### config.mk
export PLATFORM = sky130hd
export DESIGN_NAME = alu_share_arbiter
export DESIGN_NICKNAME = d
export VERILOG_FILES = /design/src/rtl/alu_pkg.sv /design/src/rtl/alu_arb_pick.sv /design/src/rtl/alu_share_arbiter.sv
export SDC_FILE = /design/constraint.sdc
export NUM_CORES = 1
export LEC_CHECK = 0
export BUFFER_PORTS_ARGS = -buffer_cell sky130_fd_sc_hd__buf_2
export CAP_MARGIN = 20
export CORE_MARGIN = 8
export CORE_UTILIZATION = 42
export DETAILED_ROUTE_END_ITERATION = 8
export GPL_ROUTABILITY_DRIVEN = 0
export PLACE_DENSITY = 0.82
export SLEW_MARGIN = 5
export SYNTH_ARGS = -nofsm -noshare
export SYNTH_HDL_FRONTEND = slang
export SYNTH_SLANG_ARGS = --single-unit
export TNS_END_PERCENT = 1
### constraint.sdc
create_clock -name clk_i -period 2 [get_ports clk_i]
set_clock_uncertainty 0.1 [all_clocks]
set_input_delay 0.3 -clock clk_i [delete_from_list [all_inputs] [get_ports clk_i]]
set_output_delay 0.3 -clock clk_i [all_outputs]
set_load 0.005 [all_outputs]
### src/rtl/alu_pkg.sv
// alu_pkg: shared constants and types for the shared-ALU arbiter.
//   ALU_CTRL_W  width of the ALU op code
//   alu_op_e    ALU op codes understood by the external ALU
//   arb_slot_e  per-requester slot state (IDLE -> INFLIGHT -> RESP)
package alu_pkg;

  localparam int ALU_CTRL_W = 4;

  typedef enum logic [3:0] {
    ADD  = 4'd0,
    SUB  = 4'd1,
    AND  = 4'd2,
    OR   = 4'd3,
    XOR  = 4'd4,
    SLL  = 4'd5,
    SRA  = 4'd6,
    SRL  = 4'd7,
    SLT  = 4'd8,
    SLTU = 4'd9
  } alu_op_e;

  typedef enum logic [1:0] {
    IDLE     = 2'd0,
    INFLIGHT = 2'd1,
    RESP     = 2'd2
  } arb_slot_e;

endpackage

### src/rtl/alu_arb_pick.sv
// alu_arb_pick: combinational grant picker for the shared ALU.
//   elig_i        eligible requesters
//   last_grant_i  previous winner (only with ALU_ARB_RR_EN)
//   gnt_o         one-hot grant, zero when nobody is eligible
//   gnt_idx_o     index of the winner (0 when no grant)
// Macro ALU_ARB_RR_EN: defined -> round-robin starting after last_grant_i;
// undefined -> fixed priority, lowest index wins.
module alu_arb_pick #(
  parameter int NUM_REQ = 2,
  parameter int IDX_W   = 1
) (
  input  logic [NUM_REQ-1:0] elig_i,
`ifdef ALU_ARB_RR_EN
  input  logic [IDX_W-1:0]   last_grant_i,
`endif
  output logic [NUM_REQ-1:0] gnt_o,
  output logic [IDX_W-1:0]   gnt_idx_o
);

`ifdef ALU_ARB_RR_EN
  int   cand;
  logic found;

  // Walk last+1, last+2, ... wrapping; first eligible candidate wins.
  always_comb begin
    gnt_o     = '0;
    gnt_idx_o = '0;
    found     = 1'b0;
    cand      = 0;
    for (int k = 1; k <= NUM_REQ; k++) begin
      cand = int'(last_grant_i) + k;
      if (cand >= NUM_REQ) cand = cand - NUM_REQ;
      if (!found && elig_i[cand]) begin
        found       = 1'b1;
        gnt_o[cand] = 1'b1;
        gnt_idx_o   = IDX_W'(cand);
      end
    end
  end
`else
  // Scan from the top down so the lowest eligible index is the last writer.
  always_comb begin
    gnt_o     = '0;
    gnt_idx_o = '0;
    for (int i = NUM_REQ - 1; i >= 0; i--) begin
      if (elig_i[i]) begin
        gnt_o     = '0;
        gnt_o[i]  = 1'b1;
        gnt_idx_o = IDX_W'(i);
      end
    end
  end
`endif

endmodule

### src/rtl/alu_share_arbiter.sv
// alu_share_arbiter: shares one external combinational ALU among NUM_REQ requesters.
//   clk_i/rst_i          clock, synchronous active-high reset
//   req_valid_i/ready_o  request handshake; ready is a one-hot grant
//   req_ctrl_i/op1/op2   per-requester op code and operands (flattened slices)
//   rsp_valid_o/ready_i  per-requester result handshake
//   rsp_data_o           per-requester result slot
//   alu_ctrl_o/op1/op2   registered ALU inputs (zero when no op is issued)
//   alu_out_i            ALU combinational result
// Macro ALU_ARB_RR_EN: round-robin arbitration; otherwise fixed priority (req 0 highest).
// Timing: grant in cycle N, ALU driven in N+1 and result captured, rsp_valid_o in N+2.
module alu_share_arbiter
  import alu_pkg::*;
#(
  parameter int DATA_WIDTH = 32,
  parameter int NUM_REQ    = 2
) (
  input  logic                          clk_i,
  input  logic                          rst_i,
  input  logic [NUM_REQ-1:0]            req_valid_i,
  output logic [NUM_REQ-1:0]            req_ready_o,
  input  logic [NUM_REQ*ALU_CTRL_W-1:0] req_ctrl_i,
  input  logic [NUM_REQ*DATA_WIDTH-1:0] req_op1_i,
  input  logic [NUM_REQ*DATA_WIDTH-1:0] req_op2_i,
  output logic [NUM_REQ-1:0]            rsp_valid_o,
  input  logic [NUM_REQ-1:0]            rsp_ready_i,
  output logic [NUM_REQ*DATA_WIDTH-1:0] rsp_data_o,
  output logic [ALU_CTRL_W-1:0]         alu_ctrl_o,
  output logic [DATA_WIDTH-1:0]         alu_op1_o,
  output logic [DATA_WIDTH-1:0]         alu_op2_o,
  input  logic [DATA_WIDTH-1:0]         alu_out_i
);

  localparam int IDX_W = (NUM_REQ > 1) ? $clog2(NUM_REQ) : 1;

  arb_slot_e                          state_q [NUM_REQ];
  arb_slot_e                          state_d [NUM_REQ];
  logic [NUM_REQ-1:0]                 elig;
  logic [NUM_REQ-1:0]                 gnt;
  logic [IDX_W-1:0]                   gnt_idx;
  logic                               fire;

  logic                               issue_v_q;
  logic [IDX_W-1:0]                   tag_q;
  logic [ALU_CTRL_W-1:0]              ctrl_q;
  logic [DATA_WIDTH-1:0]              op1_q;
  logic [DATA_WIDTH-1:0]              op2_q;
  logic [NUM_REQ-1:0][DATA_WIDTH-1:0] data_q;

  // Eligibility uses only req_valid_i and registered state, so rsp_ready_i
  // never reaches req_ready_o and the drain cycle is never eligible.
  always_comb begin
    elig = '0;
    for (int i = 0; i < NUM_REQ; i++)
      elig[i] = req_valid_i[i] && (state_q[i] == IDLE);
  end

`ifdef ALU_ARB_RR_EN
  logic [IDX_W-1:0] last_grant_q;

  // Reset value NUM_REQ-1 makes requester 0 the first winner.
  always_ff @(posedge clk_i) begin
    if (rst_i)     last_grant_q <= IDX_W'(NUM_REQ - 1);
    else if (fire) last_grant_q <= gnt_idx;
  end
`endif

  alu_arb_pick #(
    .NUM_REQ (NUM_REQ),
    .IDX_W   (IDX_W)
  ) u_pick (
    .elig_i       (elig),
`ifdef ALU_ARB_RR_EN
    .last_grant_i (last_grant_q),
`endif
    .gnt_o        (gnt),
    .gnt_idx_o    (gnt_idx)
  );

  assign fire        = |gnt;
  assign req_ready_o = gnt;

  always_comb begin
    for (int i = 0; i < NUM_REQ; i++) begin
      state_d[i] = state_q[i];
      case (state_q[i])
        IDLE:     if (gnt[i]) state_d[i] = INFLIGHT;
        INFLIGHT: if (issue_v_q && tag_q == IDX_W'(i)) state_d[i] = RESP;
        RESP:     if (rsp_ready_i[i]) state_d[i] = IDLE;
        default:  state_d[i] = IDLE;
      endcase
    end
  end

  // Issue register is cleared on idle cycles so the ALU sees ADD 0+0.
  always_ff @(posedge clk_i) begin
    if (rst_i) begin
      issue_v_q <= 1'b0;
      tag_q     <= '0;
      ctrl_q    <= '0;
      op1_q     <= '0;
      op2_q     <= '0;
      data_q    <= '0;
      for (int i = 0; i < NUM_REQ; i++) state_q[i] <= IDLE;
    end else begin
      issue_v_q <= fire;
      tag_q     <= fire ? gnt_idx : '0;
      ctrl_q    <= fire ? req_ctrl_i[int'(gnt_idx)*ALU_CTRL_W +: ALU_CTRL_W] : '0;
      op1_q     <= fire ? req_op1_i[int'(gnt_idx)*DATA_WIDTH +: DATA_WIDTH] : '0;
      op2_q     <= fire ? req_op2_i[int'(gnt_idx)*DATA_WIDTH +: DATA_WIDTH] : '0;
      for (int i = 0; i < NUM_REQ; i++) begin
        state_q[i] <= state_d[i];
        if (issue_v_q && tag_q == IDX_W'(i)) data_q[i] <= alu_out_i;
      end
    end
  end

  always_comb begin
    rsp_valid_o = '0;
    for (int i = 0; i < NUM_REQ; i++)
      rsp_valid_o[i] = (state_q[i] == RESP);
  end

  assign rsp_data_o = data_q;
  assign alu_ctrl_o = ctrl_q;
  assign alu_op1_o  = op1_q;
  assign alu_op2_o  = op2_q;

endmodule

Word level (Yosys, flattened, before mapping)

Memory sizes are Yosys's and may differ from the RTL's.
Cells that the tools add are included.
Widths: inputs -> output; s select.

Eq/ne operators: 4
Shifts and indexed selects: 3
Mux-type cells: 17
Bitwise gates (word level): 4
Reductions and logical operators: 8

Operators by type and width:

| kind               | count |
|---|---|
| $shiftx 64x7->32   | 2 |
| $mux 2             | 10 |
| $pmux 2 s3         | 2 |
| $shiftx 8x4->4     | 1 |
| $mux 1             | 5 |
| $eq 2x1->1 const B | 2 |
| $eq 2x2->1 const B | 2 |
| $logic_and 1x1->1  | 4 |
| $logic_not 2->1    | 2 |
| $reduce_or 2->1    | 2 |
| $not 1->1          | 2 |
| $or 1x1->1         | 2 |

Register bits: 134
Memory bits (writable): 4
Input port bits: 174
Logic and storage cells: 44
Memories: 1

Memory list:

| name    | words | width | read ports | clocked after memory_dff | wr ports | RTL line                | text |
|---|---|---|---|---|---|---|---|
| state_q | 2     | 2     | 2          | 0                        | 2        | alu_share_arbiter.sv:35 | `arb_slot_e state_q [NUM_REQ];` |

Logic depth before layout (Yosys ltp)

Word-level depth: 7
Depth in mapped cells: 6
Gate-level depth less buffers: 4

By module

A second synthesis with hierarchy kept.

Cells, all modules: 529
Area total of the unflattened synthesis: 4840.9 um2

Modules (own cells, without submodules):

| module            | instances | cells an instance | area an instance (um2) | sequential area each (um2) |
|---|---|---|---|---|
| alu_share_arbiter | 1         | 526               | 4812.1                 | 2762.6 |
| alu_arb_pick      | 1         | 3                 | 28.8                   | 0.0 |

Worst setup path after synthesis

Ideal clock, no wire load.

Kind: register to output
From: memory state_q[0][1] (netlist name)
To: output req_ready_o[1]
Arrival: 1185 ps
Required time: 1600 ps
Slack: 415 ps
Cell stages (with the launch flop): 7
Path buffers: 3
Path through: dfxtp_1 -> or3b_1 -> buf_2 -> clkinv_4 -> buf_6 -> nor2_1 -> buf_4

RTL lines:

| element            | RTL line                | text |
|---|---|---|
| start: declaration | alu_share_arbiter.sv:35 |  |
| end: declaration   | alu_share_arbiter.sv:20 | `output logic [NUM_REQ-1:0] req_ready_o,` |

==> metrics.cfg <==
[outcome]
status = complete, no violations

[setup_path]
worstSetupPathType = reg -> out
cp_slowest_stage_delay_ns = 0.43
critPathBufInv = 2
worst_setup_path_start_kind = flop
path_cells = or3b_4 -> clkinv_4 -> nor2_1 -> buf_2
worst-path-max-fanout = 5
crit_required_ns = 1.60
path_delay_family = simple AND/OR/NAND/NOR gates
end_kind = output port
worst_path_max_delay_cell = or3b_4
arrival_ns = 1.43

[power]
p_int_uw = 5830
power_per_cell_area_nw_per_um2 = 1040
seqPwrFrac_pct = 39.4
p_sw_share_pct = 22.5
pwr-share-clk_pct = 49.0
p_comb_share_pct = 11.6
ir_drop_mv = 0.670
p_sw_uw = 1690
leakagePower_uw = 0.00347

[yosys]
yosysWarningCount = 0
yosysUniqueCellTypes = 19
ys_seq_area_share_pct = 56.0
synth-seq-cells = 138
syn_area_sq_um = 4930
synth_cells = 613
synthTopCellsByArea = dfxtp_1 (56%), nand2_1 (15%), a21oi_1 (14%)
yosys.area.top_type = dfxtp_1
avgSynthCellArea_sq_um = 8.04
synth_fp_nets = 787
yosysTopAreaCellShare_pct = 56.0

[flow_run]
cap_viol_max_count = 0

[global_route]
grt_overflow = 0
grt_pass1_vias = 5185
antenna_found_initial = 1
grt_pass1_wl_um = 27200
track_usage_pct = 21.5
grt_start_max_net_pins = 74

[floorplanning]
die_width_um = 124
core_area_sq_um = 11400
initial_core_util_pct = 43.2
die_h_um = 124
io_pins = 310
die_area_sq_um = 15500
num_rows = 39

[detailed_routing]
viasPerCell = 5.01
wl_per_cell_um = 16.4
totalWireLength_um = 17300
drc_errors = 0
vias = 5294
ant_nets = 0
dr.pass1.iters = 5
drt_iter0_drc = 465

[sta]
setup_viol_count_final = 0
slew_violations = 0
tightest_slew_ns = 0.382
tns_ns = 0
relSlewSlack_pct = 74.5
hold_viol = 0
whs_ns = 0.0242
rsz0062_at_grt = false
min_period_ns = 1.83
fmax_mhz = 546
finalCritPeriodShare_pct = 91.6

[clock_network]
cts_buffers = 17
root_buffer = clkbuf_16
clock_path_buffers = 2
clock_latency_ns = 0.41
cts_tree = yes
clkTransAtPathRegs_ns = 0.06
htreeDepth = 4
clock_sinks = 138

[finish]
drive_gt1_share_pct = 38.9
multi_input_area_sq_um = 1880
fin_nets = 1074
syn2layout_area_growth_pct = 46.8
antenna-diode-count = 0
ff_latch_area_sq_um = 2760
fill_cells = 1006

[placed_design]
port_buffers = 309
dp_hpwl_um = 12600

[worst_hold_path]
hold_path_class = in -> reg

path summary, 6_finish.rpt:
kind | end | depth (start not counted) | slack [ns] | start
max reg2reg | alu_op1_o[9]$_SDFF_PP0_ | 5 | 0.51 | state_q[0][1]$_SDFFE_PP0P_
min | alu_op2_o[20]$_SDFF_PP0_ | 3 | 0.02 | req_op2_i[20]
min reg2reg | rsp_data_o[58]$_SDFFE_PP0P_ | 2 | 0.35 | rsp_data_o[58]$_SDFFE_PP0P_
max | req_ready_o[1] | 4 | 0.17 | state_q[0][1]$_SDFFE_PP0P_
power by group through the flow:
stage / clock network (uW) / logic, uW / registers (uW)
floorplan: 0 / 421 / 3040
global placement: 0 / 863 / 3020
detailed placement: 0 / 874 / 3030
CTS: 3740 / 882 / 2970
global route: 3860 / 971 / 2980
finish: 3690 / 874 / 2970
logic make-up (layout without fill, tap and decap cells):
group                  after synthesis  after routing  share of synthesized area [%]
and+or+nand+nor                    282            282                           24.0
DFF                                138            138                           56.0
buffers and inverters               56            356                           5.94
AOI/OAI and AO/OA                  137            137                           14.1
cells in the final DEF (no fill, tap or decap):
master / Yosys / layout
nor3b_4: 1 / 1
bufinv_16: 0 / 7
a22oi_1: 3 / 3
inv_1: 2 / 2
buf_4: 3 / 8
clkbuf_1: 25 / 2
dfxtp_1: 138 / 138
nand3_1: 68 / 68
and2_1: 1 / 1
nor2_1: 6 / 6
nor2b_2: 0 / 1
nor2b_1: 5 / 4
clkinv_4: 1 / 1
buf_2: 11 / 308
nor3_1: 1 / 1
a21oi_1: 134 / 134
nand2b_1: 1 / 1
clkbuf_16: 0 / 17
or3b_4: 0 / 1
nand2_1: 198 / 198
clkinvlp_4: 0 / 4
clkbuf_8: 0 / 2
buf_12: 0 / 5
metal layers:
metal	track usage (%)	wire length (um)	up-vias
li1	-	-	2589
met1	23.0	6570	2418
met2	36.2	8660	238
met3	8.30	1460	47
met4	11.3	613	2
met5	0	10	-
state kept, by name (all words and copies together) (netlist names):
| name | count |
|---|---|
| rsp_data_o | 64 |
| alu_op1_o | 32 |
| alu_op2_o | 32 |
| alu_ctrl_o | 4 |
| state_q | 4 |
| issue_v_q | 1 |
| tag_q | 1 |
metrics by stage:
| stage | setup WS, ns | instance area [sq um] | utilization (%) | total power (uW) | instances |
|---|---|---|---|---|---|
| finish | 0.168 | 7240 | 63.4 | 7530 | 1056 |
| global route | 0.115 | 7240 | 63.4 | 7820 | 1056 |
| CTS | 0.0241 | 7240 | 63.4 | 7590 | 1056 |
| detailed placement | 0.315 | 6530 | 57.2 | 3900 | 1023 |
| global placement | 0.357 | 6530 | 57.2 | 3880 | 1023 |
| floorplan | 0.415 | 4930 | - | 3470 | 613 |
synthesized netlist by cell type:
| master | number |
|---|---|
| nand2_1 | 198 |
| dfxtp_1 | 138 |
| a21oi_1 | 134 |
| nand3_1 | 68 |
| clkbuf_1 | 25 |
| buf_2 | 11 |
| buf_1 | 7 |
| buf_6 | 7 |
| nor2_1 | 6 |
| nor2b_1 | 5 |
| a22oi_1 | 3 |
| buf_4 | 3 |
| inv_1 | 2 |
| and2_1 | 1 |
| clkinv_4 | 1 |
| nand2b_1 | 1 |
| nor3_1 | 1 |
| nor3b_4 | 1 |
| or3b_1 | 1 |
what timing repair did:
item / CTS / global route
hold buffers: 0 / 0
buffers inserted: 1 / 0
hold endpoints to repair: 0 / 0
pin swaps: 0 / 0
setup endpoints to repair: 1 / 1
gates resized for setup: 0 / 1
worst register-to-register path: cells and delay by family, from the launching register on:
family | cells | cell delay [ns]
and+or+nand+nor | 2 | 0.55
DFF | 1 | 0.32
buffers and inverters | 2 | 0.31
AOI/OAI and AO/OA | 1 | 0.14
layout make-up:
type | count | area share (%)
flip-flops and latches | 138 | 38.2
inverters | 3 | 0.225
clock inverters | 11 | 3.32
well taps | 143 | 2.47
clock buffers | 21 | 6.36
repair buffers | 321 | 23.5
multi-input cells | 419 | 26.0
Note: power is estimated with default switching activity, not from simulation.
